$ cat src/rtl/keypad_pkg.sv
// keypad_pkg: shared FSM state type, idle row constant and key-code helper
// for the 4x4 keypad scanner.
package keypad_pkg;

    typedef enum logic [1:0] {
        SCAN     = 2'd0,
        DEBOUNCE = 2'd1,
        PRESSED  = 2'd2,
        RELEASE  = 2'd3
    } state_t;

    localparam logic [3:0] ROW_IDLE = 4'b1111;

    // Lowest-index active-low row wins when several rows are pulled low.
    function automatic logic [3:0] code_of(input logic [3:0] row, input logic [1:0] col);
        logic [1:0] r;
        r = 2'd3;
        for (int i = 3; i >= 0; i--) begin
            if (!row[i]) r = 2'(i);
        end
        return {r, col};
    endfunction

endpackage

$ cat src/rtl/keypad_scanner_4x4_if.sv
// keypad_scanner_4x4_if: keypad matrix pins and decoded key outputs.
// master = scanner side, slave = keypad/consumer side.
interface keypad_scanner_4x4_if;
    logic [3:0] Row;
    logic [3:0] Col;
    logic [3:0] Key;
    logic       Key_Valid;
    logic       Key_Held;

    modport master (input Row, output Col, output Key, output Key_Valid, output Key_Held);
    modport slave  (output Row, input Col, input Key, input Key_Valid, input Key_Held);
endinterface

$ cat src/rtl/keypad_debounce.sv
// keypad_debounce: 2-flop row synchronizer plus a saturating counter of
// consecutive cycles on which the synchronized row equals a reference pattern.
module keypad_debounce
    import keypad_pkg::*;
#(
    parameter int DEBOUNCE_CNT = 20000
) (
    input  logic       clk,
    input  logic       rst,
    input  logic [3:0] row_async,
    input  logic       en,
    input  logic [3:0] ref_pat,
    output logic [3:0] row,
    output logic       match,
    output logic       done
);
    localparam int CW = $clog2(DEBOUNCE_CNT);
    localparam logic [CW-1:0] CNT_LAST = CW'(DEBOUNCE_CNT - 1);

    logic [3:0]    row_p0, row_p1;
    logic [CW-1:0] cnt;

    assign row   = row_p1;
    assign match = en && (row_p1 == ref_pat);
    // done marks the DEBOUNCE_CNT-th consecutive matching cycle
    assign done  = match && (cnt == CNT_LAST);

    always_ff @(posedge clk or posedge rst) begin
        if (rst) begin
            row_p0 <= ROW_IDLE;
            row_p1 <= ROW_IDLE;
            cnt    <= '0;
        end else begin
            row_p0 <= row_async;
            row_p1 <= row_p0;
            if (!match)
                cnt <= '0;
            else if (cnt != CNT_LAST)
                cnt <= cnt + 1'b1;
        end
    end
endmodule

$ cat src/rtl/keypad_scanner_4x4.sv
// keypad_scanner_4x4: one-cold column scanner with debounced press/release FSM.
// Define KEYPAD_SCANNER_REPEAT_EN to add typematic repeat of Key_Valid while a key is held.
module keypad_scanner_4x4
    import keypad_pkg::*;
#(
    parameter int SCAN_DIV     = 1000,
    parameter int DEBOUNCE_CNT = 20000
`ifdef KEYPAD_SCANNER_REPEAT_EN
    ,
    parameter int REPEAT_DELAY = 500000,
    parameter int REPEAT_RATE  = 100000
`endif
) (
    input logic                  Clk,
    input logic                  Reset,
    keypad_scanner_4x4_if.master kp
);
    localparam int DW = $clog2(SCAN_DIV);
    localparam logic [DW-1:0] DWELL_LAST = DW'(SCAN_DIV - 1);

    state_t        state, state_nx;
    logic [1:0]    col_idx, col_nx;
    logic [DW-1:0] dwell, dwell_nx;
    logic [3:0]    cap, cap_nx;
    logic [3:0]    key, key_nx;
    logic          kv, kv_nx, kv_d;
    logic [3:0]    row;
    logic          db_en, db_match, db_done;
    logic [3:0]    db_ref;

    // Press confirmation compares against the captured pattern, release against idle.
    assign db_en  = (state == DEBOUNCE) || (state == RELEASE);
    assign db_ref = (state == DEBOUNCE) ? cap : ROW_IDLE;

    keypad_debounce #(
        .DEBOUNCE_CNT(DEBOUNCE_CNT)
    ) u_debounce (
        .clk      (Clk),
        .rst      (Reset),
        .row_async(kp.Row),
        .en       (db_en),
        .ref_pat  (db_ref),
        .row      (row),
        .match    (db_match),
        .done     (db_done)
    );

    always_comb begin
        state_nx = state;
        col_nx   = col_idx;
        dwell_nx = '0;
        cap_nx   = cap;
        key_nx   = key;
        kv_nx    = 1'b0;
        unique case (state)
            SCAN: begin
                if (dwell != DWELL_LAST) begin
                    dwell_nx = dwell + 1'b1;
                end else if (row != ROW_IDLE) begin
                    cap_nx   = row;
                    state_nx = DEBOUNCE;
                end else begin
                    col_nx = col_idx + 2'd1;
                end
            end
            DEBOUNCE: begin
                if (db_done) begin
                    key_nx   = code_of(cap, col_idx);
                    kv_nx    = 1'b1;
                    state_nx = PRESSED;
                end else if (!db_match) begin
                    state_nx = SCAN;
                    col_nx   = col_idx + 2'd1;
                end
            end
            PRESSED: begin
                if (row == ROW_IDLE) state_nx = RELEASE;
            end
            RELEASE: begin
                if (db_done) begin
                    state_nx = SCAN;
                    col_nx   = col_idx + 2'd1;
                end else if (!db_match) begin
                    state_nx = PRESSED;
                end
            end
            default: state_nx = SCAN;
        endcase
    end

`ifdef KEYPAD_SCANNER_REPEAT_EN
    // Assumes REPEAT_DELAY >= REPEAT_RATE so one counter width covers both intervals.
    localparam int RW = $clog2(REPEAT_DELAY);

    logic [RW-1:0] rep_cnt, rep_cnt_nx;
    logic          rep_first, rep_first_nx, rep_fire;

    always_comb begin
        rep_cnt_nx   = '0;
        rep_first_nx = 1'b1;
        rep_fire     = 1'b0;
        if (state == PRESSED && state_nx == PRESSED) begin
            rep_first_nx = rep_first;
            if (rep_cnt == (rep_first ? RW'(REPEAT_DELAY - 1) : RW'(REPEAT_RATE - 1))) begin
                rep_fire     = 1'b1;
                rep_first_nx = 1'b0;
            end else begin
                rep_cnt_nx = rep_cnt + 1'b1;
            end
        end
    end

    always_ff @(posedge Clk or posedge Reset) begin
        if (Reset) begin
            rep_cnt   <= '0;
            rep_first <= 1'b1;
        end else begin
            rep_cnt   <= rep_cnt_nx;
            rep_first <= rep_first_nx;
        end
    end

    assign kv_d = kv_nx | rep_fire;
`else
    assign kv_d = kv_nx;
`endif

    always_ff @(posedge Clk or posedge Reset) begin
        if (Reset) begin
            state   <= SCAN;
            col_idx <= '0;
            dwell   <= '0;
            cap     <= ROW_IDLE;
            key     <= '0;
            kv      <= 1'b0;
        end else begin
            state   <= state_nx;
            col_idx <= col_nx;
            dwell   <= dwell_nx;
            cap     <= cap_nx;
            key     <= key_nx;
            kv      <= kv_d;
        end
    end

    assign kp.Col       = ~(4'b0001 << col_idx);
    assign kp.Key       = key;
    assign kp.Key_Valid = kv;
    assign kp.Key_Held  = (state == PRESSED) || (state == RELEASE);
endmodule

$ cat src/flat_wrapper.sv
// flat-port wrapper written by rule: the top's interface ports become plain ports
module keypad_scanner_4x4_flat import keypad_pkg::*;
#(
    parameter int SCAN_DIV     = 1000,
    parameter int DEBOUNCE_CNT = 20000

)
  (Clk, Reset, kp_Row, kp_Col, kp_Key, kp_Key_Valid, kp_Key_Held);
  keypad_scanner_4x4_if kp_i ();
  input logic Clk;
  input logic Reset;
  input wire logic [$bits(kp_i.Row)-1:0] kp_Row;
  output wire logic [$bits(kp_i.Col)-1:0] kp_Col;
  output wire logic [$bits(kp_i.Key)-1:0] kp_Key;
  output wire logic [$bits(kp_i.Key_Valid)-1:0] kp_Key_Valid;
  output wire logic [$bits(kp_i.Key_Held)-1:0] kp_Key_Held;
  assign kp_i.Row = kp_Row;
  assign kp_Col = kp_i.Col;
  assign kp_Key = kp_i.Key;
  assign kp_Key_Valid = kp_i.Key_Valid;
  assign kp_Key_Held = kp_i.Key_Held;
  keypad_scanner_4x4 #(.SCAN_DIV(SCAN_DIV), .DEBOUNCE_CNT(DEBOUNCE_CNT)) u_core (.Clk(Clk), .Reset(Reset), .kp(kp_i));
endmodule
$ cat config.mk
export PLATFORM = sky130hd
export DESIGN_NAME = keypad_scanner_4x4_flat
export DESIGN_NICKNAME = d
export VERILOG_FILES = /design/src/rtl/keypad_pkg.sv /design/src/rtl/keypad_scanner_4x4_if.sv /design/src/rtl/keypad_debounce.sv /design/src/rtl/keypad_scanner_4x4.sv /design/src/flat_wrapper.sv
export SDC_FILE = /design/constraint.sdc
export NUM_CORES = 1
export LEC_CHECK = 0
export ABC_AREA = 1
export ABC_CLOCK_PERIOD_IN_PS = 4200
export BUFFER_PORTS_ARGS = -buffer_cell sky130_fd_sc_hd__buf_2
export CAP_MARGIN = 20
export CORE_AREA = 3 3 70 72
export DETAILED_ROUTE_END_ITERATION = 16
export DIE_AREA = 0 0 73 75
export GPL_TIMING_DRIVEN = 0
export PLACE_DENSITY = 0.72
export SLEW_MARGIN = 20
export SYNTH_ARGS = -nofsm -noshare
export SYNTH_HDL_FRONTEND = slang
export SYNTH_SLANG_ARGS = --single-unit
$ cat constraint.sdc
create_clock -name Clk -period 4.2 [get_ports Clk]
set_clock_uncertainty 0.05 [all_clocks]
set_input_delay 0.21 -clock Clk [delete_from_list [all_inputs] [get_ports Clk]]
set_output_delay 0.21 -clock Clk [all_outputs]
set_load 0.02 [all_outputs]
Word level (Yosys, flattened, before mapping):

Index checks and enable logic that the tools add are counted.

* $add $sub $neg: 3
* equality and inequality tests: 19
* shift-type cells: 1
* mux-type cells: 24
* bitwise gates (word level): 2
* reduce and logical (&&, ||, !) cells: 10

Operators by type and width (number)
* $mux W15: 2
* $mux W2: 14
* $mux W10: 2
* $add A15 B1 Y15 const B: 1
* $eq A15 B15 Y1 const B: 1
* $ne A15 B15 Y1 const B: 1
* $add A10 B1 Y10 const B: 1
* $ne A10 B10 Y1 const B: 1
* $ne A2 B2 Y1 const B: 5
* $pmux W2 S4: 1
* $ne A2 B1 Y1 const B: 3
* $ne A3 B3 Y1 const B: 2
* $pmux W2 S3: 1
* $reduce_and A6 Y1: 1
* $reduce_and A5 Y1: 1
* $eq A2 B2 Y1 const B: 2
* $eq A4 B4 Y1: 1
* $eq A4 B4 Y1 const B: 1
* $mux W4: 1
* $ne A4 B4 Y1 const B: 1
* $not A4 Y4: 1
* $shl A1 B2 Y4 const A: 1
* $mux W1: 3
* $reduce_and A3 Y1: 1
* other kinds (8): 10

* flip-flop bits (word level): 46
* bits of input ports: 6
* word-level logic and storage cells: 68

Longest topological paths before layout:

* word-level depth: 7
* gate-level depth with buffers: 13
* mapped depth without buffers: 12

By module:

Synthesis repeated with hierarchy kept, for this count alone.

* cells, all modules: 325
* area, all modules: 2517.4 um2

By module, submodules not included
* keypad_debounce: instances 1, cells each 171, area an instance 1280.0 um2, sequential area each 585.6 um2
* keypad_scanner_4x4: instances 1, cells each 154, area an instance 1237.4 um2, sequential area each 580.6 um2

Worst setup path after synthesis:

Ideal clock, no wire load.

* path kind: reg-to-reg
* start point: register u_core.u_debounce.cnt[0]
* end point: register u_core.col_idx[0]
* setup time: 117 ps
* arrival: 1488 ps
* path slack: 2545 ps
* cell stages (with the launch flop): 11
* cell sequence: dfrtp_1 > ha_1 > nand2_1 > nor2_1 > inv_1 > nor3_4 > nand3_4 > nand2_2 > nand2_1 > nand2_1 > nand2_1

* word-level cells in the longest chain between the ends: 4
* elaborated cells between the ends (all ways): 5

Ends and longest elaborated chain
* from (decl): RTL line keypad_debounce.sv:21 `logic [CW-1:0] cnt;`
* from (signal assigned): RTL line keypad_debounce.sv:39 `cnt <= cnt + 1'b1;`
* $eq A15 B15 Y1 *: RTL line keypad_debounce.sv:26 `assign done = match && (cnt == CNT_LAST);`
* $logic_and A1 B1 Y1 *: RTL line keypad_debounce.sv:26
* $ne A2 B2 Y1 (no line) / $ne A2 B1 Y1 (equally long branches)
* $reduce_and A6 Y1 (no line) *
* to (signal assigned): RTL line keypad_scanner_4x4.sv:138 `col_idx <= col_nx;`
* to (decl): RTL line keypad_scanner_4x4.sv:22 `logic [1:0] col_idx, col_nx;`

Mark *: on every way between the ends. The rest lies on a longest branch, timed or not.
A chain may end at the register's enable or synchronous reset.

Worst setup path in the final report:

* start point: register u_core.u_debounce.cnt[0]
* end point: register u_core.col_idx[1]

The elaborated chain is that of the path after synthesis.

==> results by group <==
Run status
  – Status: complete, no violations

Drt
  – ANT nets after route: 0
  – DR iter-0 viols: 96
  – Final wirelength: 4220 um
  – Drt wl/cell: roughly 11 um
  – Vias per Instance: ~5.2
  – DR pass1 iterations: 4
  – DRC Markers: 0
  – Via count: 1903

Yosys
  – Sequential share of the synthesized area: 0.488
  – Yosys reg bits: between 40 and 50
  – Post-Synthesis Cells: 288
  – Synth top area share: 0.356
  – Yosys top cell by area: dfrtp_1
  – Mean area per synthesized cell: 8.29 um2
  – Syn_nets: 300
  – Netlist Area Pre-Place: 0.00239 mm2
  – YS warnings: 0
  – Netlist cell types: 35
  – Synth area leaders: dfrtp_1 36%, dfstp_2 13%, nand2_1 8.5%, inv_1 6.8%, nor2_1 4.4%

Clock network
  – Clock buffer depth: 2
  – Resize count post-CTS: 0
  – Clock transition at path regs: 0.09 ns
  – Cts bufs inserted: 5
  – TritonCTS clock tree: yes
  – Clk sinks: 46
  – H-tree levels: 2
  – Clock root cell: clkbuf_8
  – Clk Latency, worst-skew pair: 0.30 ns

Final layout
  – N_diodes: 0
  – Filler cells: 382
  – Layout cells sized above 1: 0.199
  – Post-route cell area: 0.00268 mm2
  – Fin nets: 328
  – Syn-to-layout area delta: 12.3%

STA
  – Setup TNS: 0 ns
  – Final Hold Fails: 0
  – Final Setup Violations: 0
  – Worst slew margin: 0.740
  – Actual slew at the worst max-slew pin: slightly below 0.4 ns
  – Final period util: 0.462
  – Fin Hold WS: 0.310 ns
  – Post-layout minimum cycle time: 1.94 ns
  – RSZ-0062 raised after global routing: no
  – Max Freq: 515 MHz
  – Max Slew Vio Count: 0

Global route
  – Pin count of the biggest net entering global routing: 36
  – GR Overflow Total: 0
  – GRT Total Usage: 0.164
  – Number of global-route vias before repair: between 1500 and 2000
  – First-pass GRT wire length: 7070 um
  – Antenna violations before repair: 0

Floorplan
  – Area of the core: roughly 0.0044 mm2
  – Total Die Area: 0.00548 mm2
  – Die H: 75 um
  – IO Pins: 16
  – Die W: 73 um
  – FP Rows: 24
  – Initial Util: 0.548

Worst setup path
  – CP max FO: 7
  – Reg2reg setup slack: around 2.3 ns
  – Crit end category: register
  – CP Launch Type: register
  – Worst path required time: around 4.4 ns
  – WS Path Type: register to register
  – CP arrival: 2.09 ns

Power and ir drop
  – Pleak: around 1.2 nW
  – Overall Power: 0.732 mW
  – Power per cell area: 273 mW/mm2
  – Max rail drop VDD: 247 uV

Worst hold path
  – Hold/Removal Path Class: register to register

Placement
  – Dpl hpwl: roughly 3100 um
  – Dpl cell area: between 0.002 and 0.003 mm2
  – Port bufs: 15
  – Routability cong.: about 0.86

Flow run
  – Max-cap check violation count: 0
[report_power, final]
| group | internal (mW) | switching (mW) |
|---|---|---|
| Sequential | 0.450 | 0.00240 |
| Clock | 0.118 | 0.140 |
| Combinational | 0.00824 | 0.0129 |
[final timing paths]
path | startpoint | to | depth (start not counted)
worst min-delay path | u_core.u_debounce.row_p0[3]$_DFF_PP1_ | u_core.u_debounce.row[3]$_DFF_PP1_ | 0
worst max register to register | u_core.u_debounce.cnt[0]$_DFFE_PP0N_ | u_core.col_idx[1]$_DFFE_PP0P_ | 10
min in group asynchronous | Reset | u_core.kp.Key[1]$_DFFE_PP0P_ | 3
worst min register to register | u_core.u_debounce.row_p0[3]$_DFF_PP1_ | u_core.u_debounce.row[3]$_DFF_PP1_ | 0
worst max-delay path | u_core.u_debounce.cnt[0]$_DFFE_PP0N_ | u_core.col_idx[1]$_DFFE_PP0P_ | 10
max in group asynchronous | Reset | u_core.cap[2]$_DFFE_PP1P_ | 4
[synth_stat cells]
library cell	number
nand2_1	54
inv_1	43
dfrtp_1	34
nor2_1	28
nand3_1	18
o21ai_1	16
nor3_1	15
dfstp_2	12
a21oi_1	11
ha_1	6
inv_2	6
nand4_1	6
o21ai_0	5
nand2_2	4
nor2_2	4
clkbuf_1	3
nor3_2	3
xor2_1	3
a221oi_2	1
a31oi_1	1
buf_4	1
buf_6	1
nand2_4	1
nand3_2	1
nand3_4	1
nor2_4	1
nor3_4	1
nor3b_1	1
nor3b_2	1
nor4_2	1
o211ai_1	1
o21a_1	1
o21bai_1	1
or2_2	1
or3_1	1
[cells by family after synthesis]
logic type	share of synthesized area
AOI/OAI and AO/OA	0.0854
adders and majority gates	0.0314
and+or+nand+nor	0.294
buffers and inverters	0.0896
xor gates and xnor gates	0.0110
DFF	0.488
[placed cells by master, fill, tap and decap left out, types with 6 or more instances in the layout]
master,count
o21ai_1,16
nand3_1,18
ha_1,6
nor3_1,15
buf_2,15
nand4_1,6
inv_1,42
dfstp_2,12
nand2_1,54
nor2_1,28
inv_2,7
dfrtp_1,34
a21oi_1,11
[final cells by class]
type / count / area [um2] / share of cell area
buffer: 5 / 30.0 / 0.0112
clock inverter: 1 / 6.26 / 0.00233
inverter: 49 / 184 / 0.0686
sequential: 46 / 1170 / 0.435
clock buffer: 7 / 76.3 / 0.0285
timing repair buffer: 21 / 145 / 0.0542
tap: 52 / 65.1 / 0.0243
multi-input combinational: 188 / 1010 / 0.376
[through the flow]
stage          std cells  utilization  setup WS, ns
3_5_place_dp         356        0.585          2.30
2_1_floorplan        288            -          2.55
3_3_place_gp         355        0.580          2.30
6_report             369        0.616          2.26
4_1_cts              369        0.616          2.25
5_1_grt              369        0.616          2.06
[sequential cells by signal, indices dropped and copies added (netlist names)]
| register | flops |
|---|---|
| u_core.kp.Key_Valid | 1 |
| u_core.col_idx | 2 |
| u_core.state | 2 |
| u_core.dwell | 10 |
| u_core.cap | 4 |
| u_core.u_debounce.row_p0 | 4 |
| u_core.u_debounce.cnt | 15 |
| u_core.kp.Key | 4 |
| u_core.u_debounce.row | 4 |
[metal layers]
layer / part of all wire / vias to the layer above / global-route usage
met5: 0 / - / 0
met4: 0.013 / 0 / 0.0451
met3: 0.039 / 6 / 0.0401
met2: 0.46 / 38 / 0.279
met1: 0.48 / 881 / 0.208
li1: - / 978 / -
[worst max-delay path, cell delays in order, from the launching register on]
cell and delay [ns]:
dfrtp_1 0.40, ha_1 0.20, nand2_1 0.08, nor2_1 0.24, inv_1 0.16, nor3_4 0.29
nand3_4 0.15, nand2_2 0.11, nand2_1 0.07, nand2_1 0.06, nand2_1 0.04
[repair_timing]
| action | in CTS | in global routing |
|---|---|---|
| endpoints found under the hold margin | 15 | 0 |
| buffers inserted | 0 | 0 |
| hold buffers | 5 | 0 |
Power figures use the tool's default switching activity.
